===== config.mk =====
export PLATFORM = sky130hd
export DESIGN_NAME = decode_issue_buffer
export DESIGN_NICKNAME = d
export VERILOG_FILES = /design/src/rtl/decode_issue_buffer.sv
export SDC_FILE = /design/constraint.sdc
export NUM_CORES = 1
export LEC_CHECK = 0
export ABC_AREA = 1
export ABC_CLOCK_PERIOD_IN_PS = 7600
export CELL_PAD_IN_SITES_DETAIL_PLACEMENT = 1
export CELL_PAD_IN_SITES_GLOBAL_PLACEMENT = 1
export CORE_MARGIN = 8
export CORE_UTILIZATION = 25
export CTS_CLUSTER_DIAMETER = 80
export DETAILED_ROUTE_END_ITERATION = 6
export DONT_BUFFER_PORTS = 1
export PLACE_DENSITY_LB_ADDON = 0.12
export SETUP_SLACK_MARGIN = 0.2
export SKIP_LAST_GASP = 1
export SYNTH_ARGS = -nofsm -noshare
export SYNTH_HDL_FRONTEND = slang
export SYNTH_SLANG_ARGS = --single-unit

===== constraint.sdc =====
create_clock -name clock -period 7.6 [get_ports clock]
set_input_delay 1.52 -clock clock [delete_from_list [all_inputs] [get_ports clock]]
set_output_delay 1.52 -clock clock [all_outputs]
set_load 0.1 [all_outputs]

===== src/rtl/decode_issue_buffer.sv =====
// Fetch-to-decode instruction queue with valid/ready issue and flush on redirect.
// Define DECODE_SCOREBOARD_EN to include the pending-register issue block (RAW/WAW).
module decode_issue_buffer #(
  parameter int DEPTH = 4,
  parameter int PTR_W = $clog2(DEPTH)
) (
  input  logic             clock,
  input  logic             reset,
  input  logic             fetch_valid,
  output logic             fetch_ready,
  input  logic [31:0]      fetch_instruction,
  input  logic [31:0]      fetch_pc_plus_four,
  input  logic             flush,
  output logic             issue_valid,
  input  logic             issue_ready,
  output logic [31:0]      issue_instruction,
  output logic [31:0]      issue_pc_plus_four,
  input  logic             issue_dest_valid,
  input  logic [4:0]       issue_dest_id,
  input  logic [4:0]       writeback_id,
  input  logic             reg_write_W,
  output logic [PTR_W:0]   count
);

  typedef struct packed {
    logic [31:0] instr;
    logic [31:0] pc4;
  } entry_t;

  localparam logic [PTR_W:0] FULL_CNT = (PTR_W+1)'(DEPTH);

  entry_t           mem [DEPTH];
  entry_t           head;
  logic [PTR_W-1:0] rd_ptr, wr_ptr;
  logic             push, pop, blocked;

  assign head               = mem[rd_ptr];
  assign issue_instruction  = head.instr;
  assign issue_pc_plus_four = head.pc4;

  assign fetch_ready = (count != FULL_CNT) && !reset;
  assign issue_valid = (count != '0) && !flush && !blocked && !reset;
  assign push        = fetch_valid && fetch_ready && !flush;
  assign pop         = issue_valid && issue_ready;

  always_ff @(posedge clock) begin
    if (reset || flush) begin
      count  <= '0;
      rd_ptr <= '0;
      wr_ptr <= '0;
    end else begin
      // DEPTH is a power of two, so natural pointer overflow is the wrap
      if (push) wr_ptr <= wr_ptr + 1'b1;
      if (pop)  rd_ptr <= rd_ptr + 1'b1;
      case ({push, pop})
        2'b10:   count <= count + 1'b1;
        2'b01:   count <= count - 1'b1;
        default: count <= count;
      endcase
    end
  end

  always_ff @(posedge clock) begin
    if (push) mem[wr_ptr] <= '{instr: fetch_instruction, pc4: fetch_pc_plus_four};
  end

`ifdef DECODE_SCOREBOARD_EN
  logic [31:1] pending;
  logic [31:0] pend_all;

  assign pend_all = {pending, 1'b0};
  assign blocked  = pend_all[head.instr[25:21]] || pend_all[head.instr[20:16]] ||
                    (issue_dest_valid && pend_all[issue_dest_id]);

  // Not cleared on flush: already-issued instructions still write back.
  always_ff @(posedge clock) begin
    if (reset) begin
      pending <= '0;
    end else begin
      for (int r = 1; r < 32; r++) begin
        if (pop && issue_dest_valid && issue_dest_id == 5'(r))
          pending[r] <= 1'b1;
        else if (reg_write_W && writeback_id == 5'(r))
          pending[r] <= 1'b0;
      end
    end
  end
`else
  logic unused_sb;
  assign unused_sb = ^{issue_dest_valid, issue_dest_id, writeback_id, reg_write_W};
  assign blocked   = 1'b0;
`endif

endmodule


# After elaboration in Yosys (flattened, before gate mapping)
# Memory sizes are Yosys's and may differ from the RTL's. A register that Yosys moved wholly into a read port is not among the register bits.
# Index checks and enable logic that the tools add are counted.
[word_totals]
reg_bits = 7
ram_bits = 256
inputBits = 81
output_inout_bits = 69
elab_cells = 27
n_memories = 1
[mem_list]
columns = ["name", "words", "width", "read_ports", "rd_clocked_by_memory_dff", "wr", "line", "source"]
rows = [
  ["mem", 4, 64, 1, 1, 1, "32", "entry_t mem [DEPTH];"],
]
[op_classes]
addsub = 4
eq_ne = 3
muxes = 5
reduce_logical = 11
[op_table]
columns = ["cell", "n"]
rows = [
  ["1-bit logical AND", 6],
  ["3-bit one-hot mux with 2 select lines", 1],
  ["2-bit by 1-bit adder with 2-bit output (second input constant)", 2],
  ["2-bit 2-to-1 mux", 2],
  ["3-bit by 1-bit adder with 3-bit output (second input constant)", 1],
  ["3-bit inequality test (second input constant)", 1],
  ["3-bit nonzero test", 1],
  ["3-bit by 1-bit subtractor with 3-bit output (second input constant)", 1],
  ["2-bit by 1-bit == test with 1-bit output (second input constant)", 1],
  ["2-bit == test (second input constant)", 1],
  ["1-bit zero test", 2],
  ["1-bit 2-to-1 mux", 2],
  ["2-bit nonzero test", 1],
  ["1-bit logical OR", 1],
]

# Logic depth before layout (Yosys ltp)
[logic_depth]
depth_word = 6
depth_mapped = 13
depth_no_buf = 13

# Worst setup path after synthesis
# OpenSTA, ideal clock, no wires.
[synth_timing]
kind = "in2reg"
startpoint = "in flush"
endpoint = "mem mem[0][0] (netlist bit), enable pin"
setup_ns = 0.486
t_arrival_ns = 4.584
t_required_ns = 7.114
slack_ns = 2.530
cell_stages = 3
n_path_buf = 0
path_cell_list = "nor2_2 > nand2_1 > nor2_1"
[synth_between]
elab_chain_cells = 4
[synth_lines]
columns = ["element", "line", "source"]
rows = [
  ["start, declared", "13", "input logic flush,"],
  ["1-bit zero test", "43", "assign push = fetch_valid && fetch_ready && !flush;"],
  ["1-bit logical AND", "43", ""],
  ["1-bit 2-to-1 mux", "64", "if (push) mem[wr_ptr] <= '{instr: fetch_instruction, pc4: fetch_pc_plus_four};"],
  ["1-bit 2-to-1 mux (not written as such)", "64", ""],
  ["end, declared", "32", ""],
]
# No other way between the ends.

==> flow_metrics.env <==
export IMPL_outcome="completed"
export IMPL_clk_root_buf="sky130_fd_sc_hd__clkbuf_16"
export IMPL_crit_reg2reg_launch="count[1]"
export IMPL_antenna_diode_count=0
export IMPL_postcts_setup_bufs=0
export IMPL_drv_slew=0
export IMPL_area_taken_by_multi_input_logic_gates_mm2=0.002217
export IMPL_area_growth_syn_to_layout_pct=19.18
export IMPL_timing_reg2reg_worst_path_depth=7
export IMPL_worstMarginPinSlew_ns=1.219
export IMPL_finish_net_count=785
export IMPL_timing_rr_end="mem[2][8]"
export IMPL_initial_drt_markers=234
export IMPL_top_level_port_count=150
export IMPL_numCtsBuffers=30
export IMPL_ant_nets=0
export IMPL_finalSetupViolCount=0
export IMPL_final_hold_viol_count=0
export IMPL_post_route_period_util_pct=69.15
export IMPL_grt_pass1_vias=6299
export IMPL_min_path_cells=2
export IMPL_p_leak_uw=0.003784
export IMPL_layout_cell_share_with_drive_strength_beyond_1_pct=18.28
export IMPL_post_cts_resize_count=0
export IMPL_rsz_0062_raised_after_global_routing="no"
export IMPL_max_clock_freq_mhz=190.3
export IMPL_ctsHtreeMaxLevel=1
export IMPL_dieHeight_um=215.9
export IMPL_fin_crit_ns=5.255
export IMPL_synthesis_area_per_instance_um2=14.46
export IMPL_clock_latency_ns=0.55
export IMPL_wire_per_inst_um=21.47
export IMPL_grt_max_degree=87
export IMPL_syn_cell_area_mm2=0.009993
export IMPL_dp_hpwl_um=15050
export IMPL_layout_cells_non_filler=1247
export IMPL_synthesis_nets=778
export IMPL_final_fill_count=4180
export IMPL_vias_per_cell=4.557
export IMPL_ctsHoldBuffers=0
export IMPL_timing_clock_skew_ns=0.007930
export IMPL_critical_path_max_fanout=70
export IMPL_r2r_setup_slack_ns=3.71
export IMPL_tns_ns=0
export IMPL_drc=0
export IMPL_syn_instance_count=691
export IMPL_postSynthRegisterBits=265
export IMPL_hold_path_class="flop to flop"
export IMPL_drt_pass1_iterations=4
export IMPL_core_mm2=0.03964
export IMPL_drv_cap=0
export IMPL_clock_tree_from_tritoncts="done"
export IMPL_placement_io_buffers=0
export IMPL_route_vias_total=5683
export IMPL_route_final_wire_length_um=26770
export IMPL_post_dp_cell_area_mm2=0.01094
export IMPL_critical_path_class="flop to primary output"
export IMPL_floorplan_initialDensity_pct=25.21
export IMPL_cts_sinks=265
export IMPL_grt_antenna_before_repair=0
export IMPL_timing_critical_path_from_type="flop"
export IMPL_sequential_cell_area_mm2=0.007873
export IMPL_cellPowerDensity_mw_per_mm2=264.9
export IMPL_finalWeightedCongestion=0.6895
export IMPL_irDropWorstVdd_mv=0.1834
export IMPL_placed_cells_incl_taps=1191
export IMPL_grt_overflow_total=0
export IMPL_crit_arrival_ns=3.74
export IMPL_clock_path_buffers=3
export IMPL_cts_reportedPaths_clkPinSlew_ns=0.05
export IMPL_slew_headroom_pct=18.93
export IMPL_synth_yosys_seq_area_share_pct=78.73
export IMPL_final_area_mm2=0.01191
export IMPL_critPathRequiredTime_ns=6.08
export IMPL_core_rowCount=73
export IMPL_crit_path_end_kind="primary output"
export IMPL_post_layout_total_power_uw=3155
export IMPL_hold_path_startpoint="rd_ptr[1]"
export IMPL_global_route_usage_total_pct=11.16
export IMPL_chipWidth_um=215.9
export IMPL_overall_die_area_mm2=0.04663
export IMPL_synth_distinct_cells=22
export IMPL_yosysWarningCount=0
export IMPL_global_route_wire_length_before_repair_um=39700
[how the worst max path moves through the flow]
stage	startpoint	to	slack [ns]
2_1_floorplan	flush	mem[0][0]	2.53
3_3_place_gp	flop	issue_instruction[8]	2.97
3_5_place_dp	flop	issue_instruction[27]	2.88
4_1_cts	flop	issue_instruction[27]	2.27
5_1_grt	flop	issue_instruction[27]	2.13
6_report	flop	issue_instruction[27]	2.34
[layer usage]
layer	global-route usage, %	wire (µm)	vias to the layer above
li1	-	-	2595
met1	12.67	10850	2934
met2	19.57	13280	113
met3	4.294	2115	41
met4	2.705	529	0
met5	0	0	-
[through the flow]
stage                     util, %  hold WS, ns  setup slack, ns
after detailed placement    27.59       0.5016            2.883
final                       30.05       0.5061            2.345
after global placement      27.59       0.4995            2.965
after CTS                   30.05       0.5114            2.267
after floorplan                 -       0.4685            2.530
after global routing        30.05       0.5296            2.134
[cell usage in the layout (no fill, tap or decap), drive strengths merged]
| master | synthesis | routed |
|---|---|---|
| nand2 | 15 | 15 |
| clkinv | 1 | 8 |
| bufinv | 0 | 3 |
| or2 | 1 | 1 |
| dfxtp | 9 | 9 |
| inv | 17 | 18 |
| a21oi | 7 | 7 |
| o22ai | 64 | 64 |
| fa | 1 | 1 |
| nor2 | 141 | 141 |
| nand4 | 1 | 1 |
| clkbuf | 21 | 45 |
| buf | 20 | 16 |
| nand3 | 1 | 1 |
| edfxtp | 256 | 256 |
| ha | 5 | 5 |
| o21ai | 131 | 131 |
[logic make-up (layout without fill, tap and decap cells)]
kind of cell | count (synthesis) | after routing | synth area share (%)
compound gates | 202 | 202 | 10.92
fa+ha+maj | 6 | 6 | 0.8264
buf+inv | 59 | 90 | 3.468
flops | 265 | 265 | 78.73
simple gates | 159 | 159 | 6.060
[state kept, by name, summed over array words and instances, names as in the netlist, named ones only]
register  count
rd_ptr        2
count         3
wr_ptr        2
mem         256
[power breakdown]
part	switching, µW	internal, µW	total, µW
Sequential	6.32	1620	1620
Combinational	105	13.4	118
Clock	547	865	1410
Total	658	2500	3150
[cells in the mapped netlist, drive strengths merged]
library cell | number | area, µm²
nand4 | 1 | 6.260
nand2 | 15 | 56.30
o21ai | 131 | 655.6
clkinv | 1 | 3.750
ha | 5 | 62.56
a21oi | 7 | 35.03
nand3 | 1 | 5.000
clkbuf | 21 | 82.57
or2 | 1 | 6.260
o22ai | 64 | 400.4
buf | 20 | 196.4
fa | 1 | 20.02
nor2 | 141 | 531.8
inv | 17 | 63.81
dfxtp | 9 | 180.2
edfxtp | 256 | 7687
[layout make-up]
class / count / area share (%)
timing repair buffer: 16 / 1.009
sequential: 265 / 66.10
tap: 525 / 5.515
inverter: 18 / 0.5883
clock inverter: 11 / 1.051
multi-input combinational: 367 / 18.62
clock buffer: 45 / 7.123
[worst max-delay path, stage by stage, from the launching register on]
cell and delay [ns]:
sky130_fd_sc_hd__dfxtp_4 0.49, sky130_fd_sc_hd__inv_4 0.68, sky130_fd_sc_hd__buf_4 0.68, sky130_fd_sc_hd__o21ai_0 0.22
sky130_fd_sc_hd__o22ai_2 0.90
Note: power is estimated with default switching activity, not from simulation.
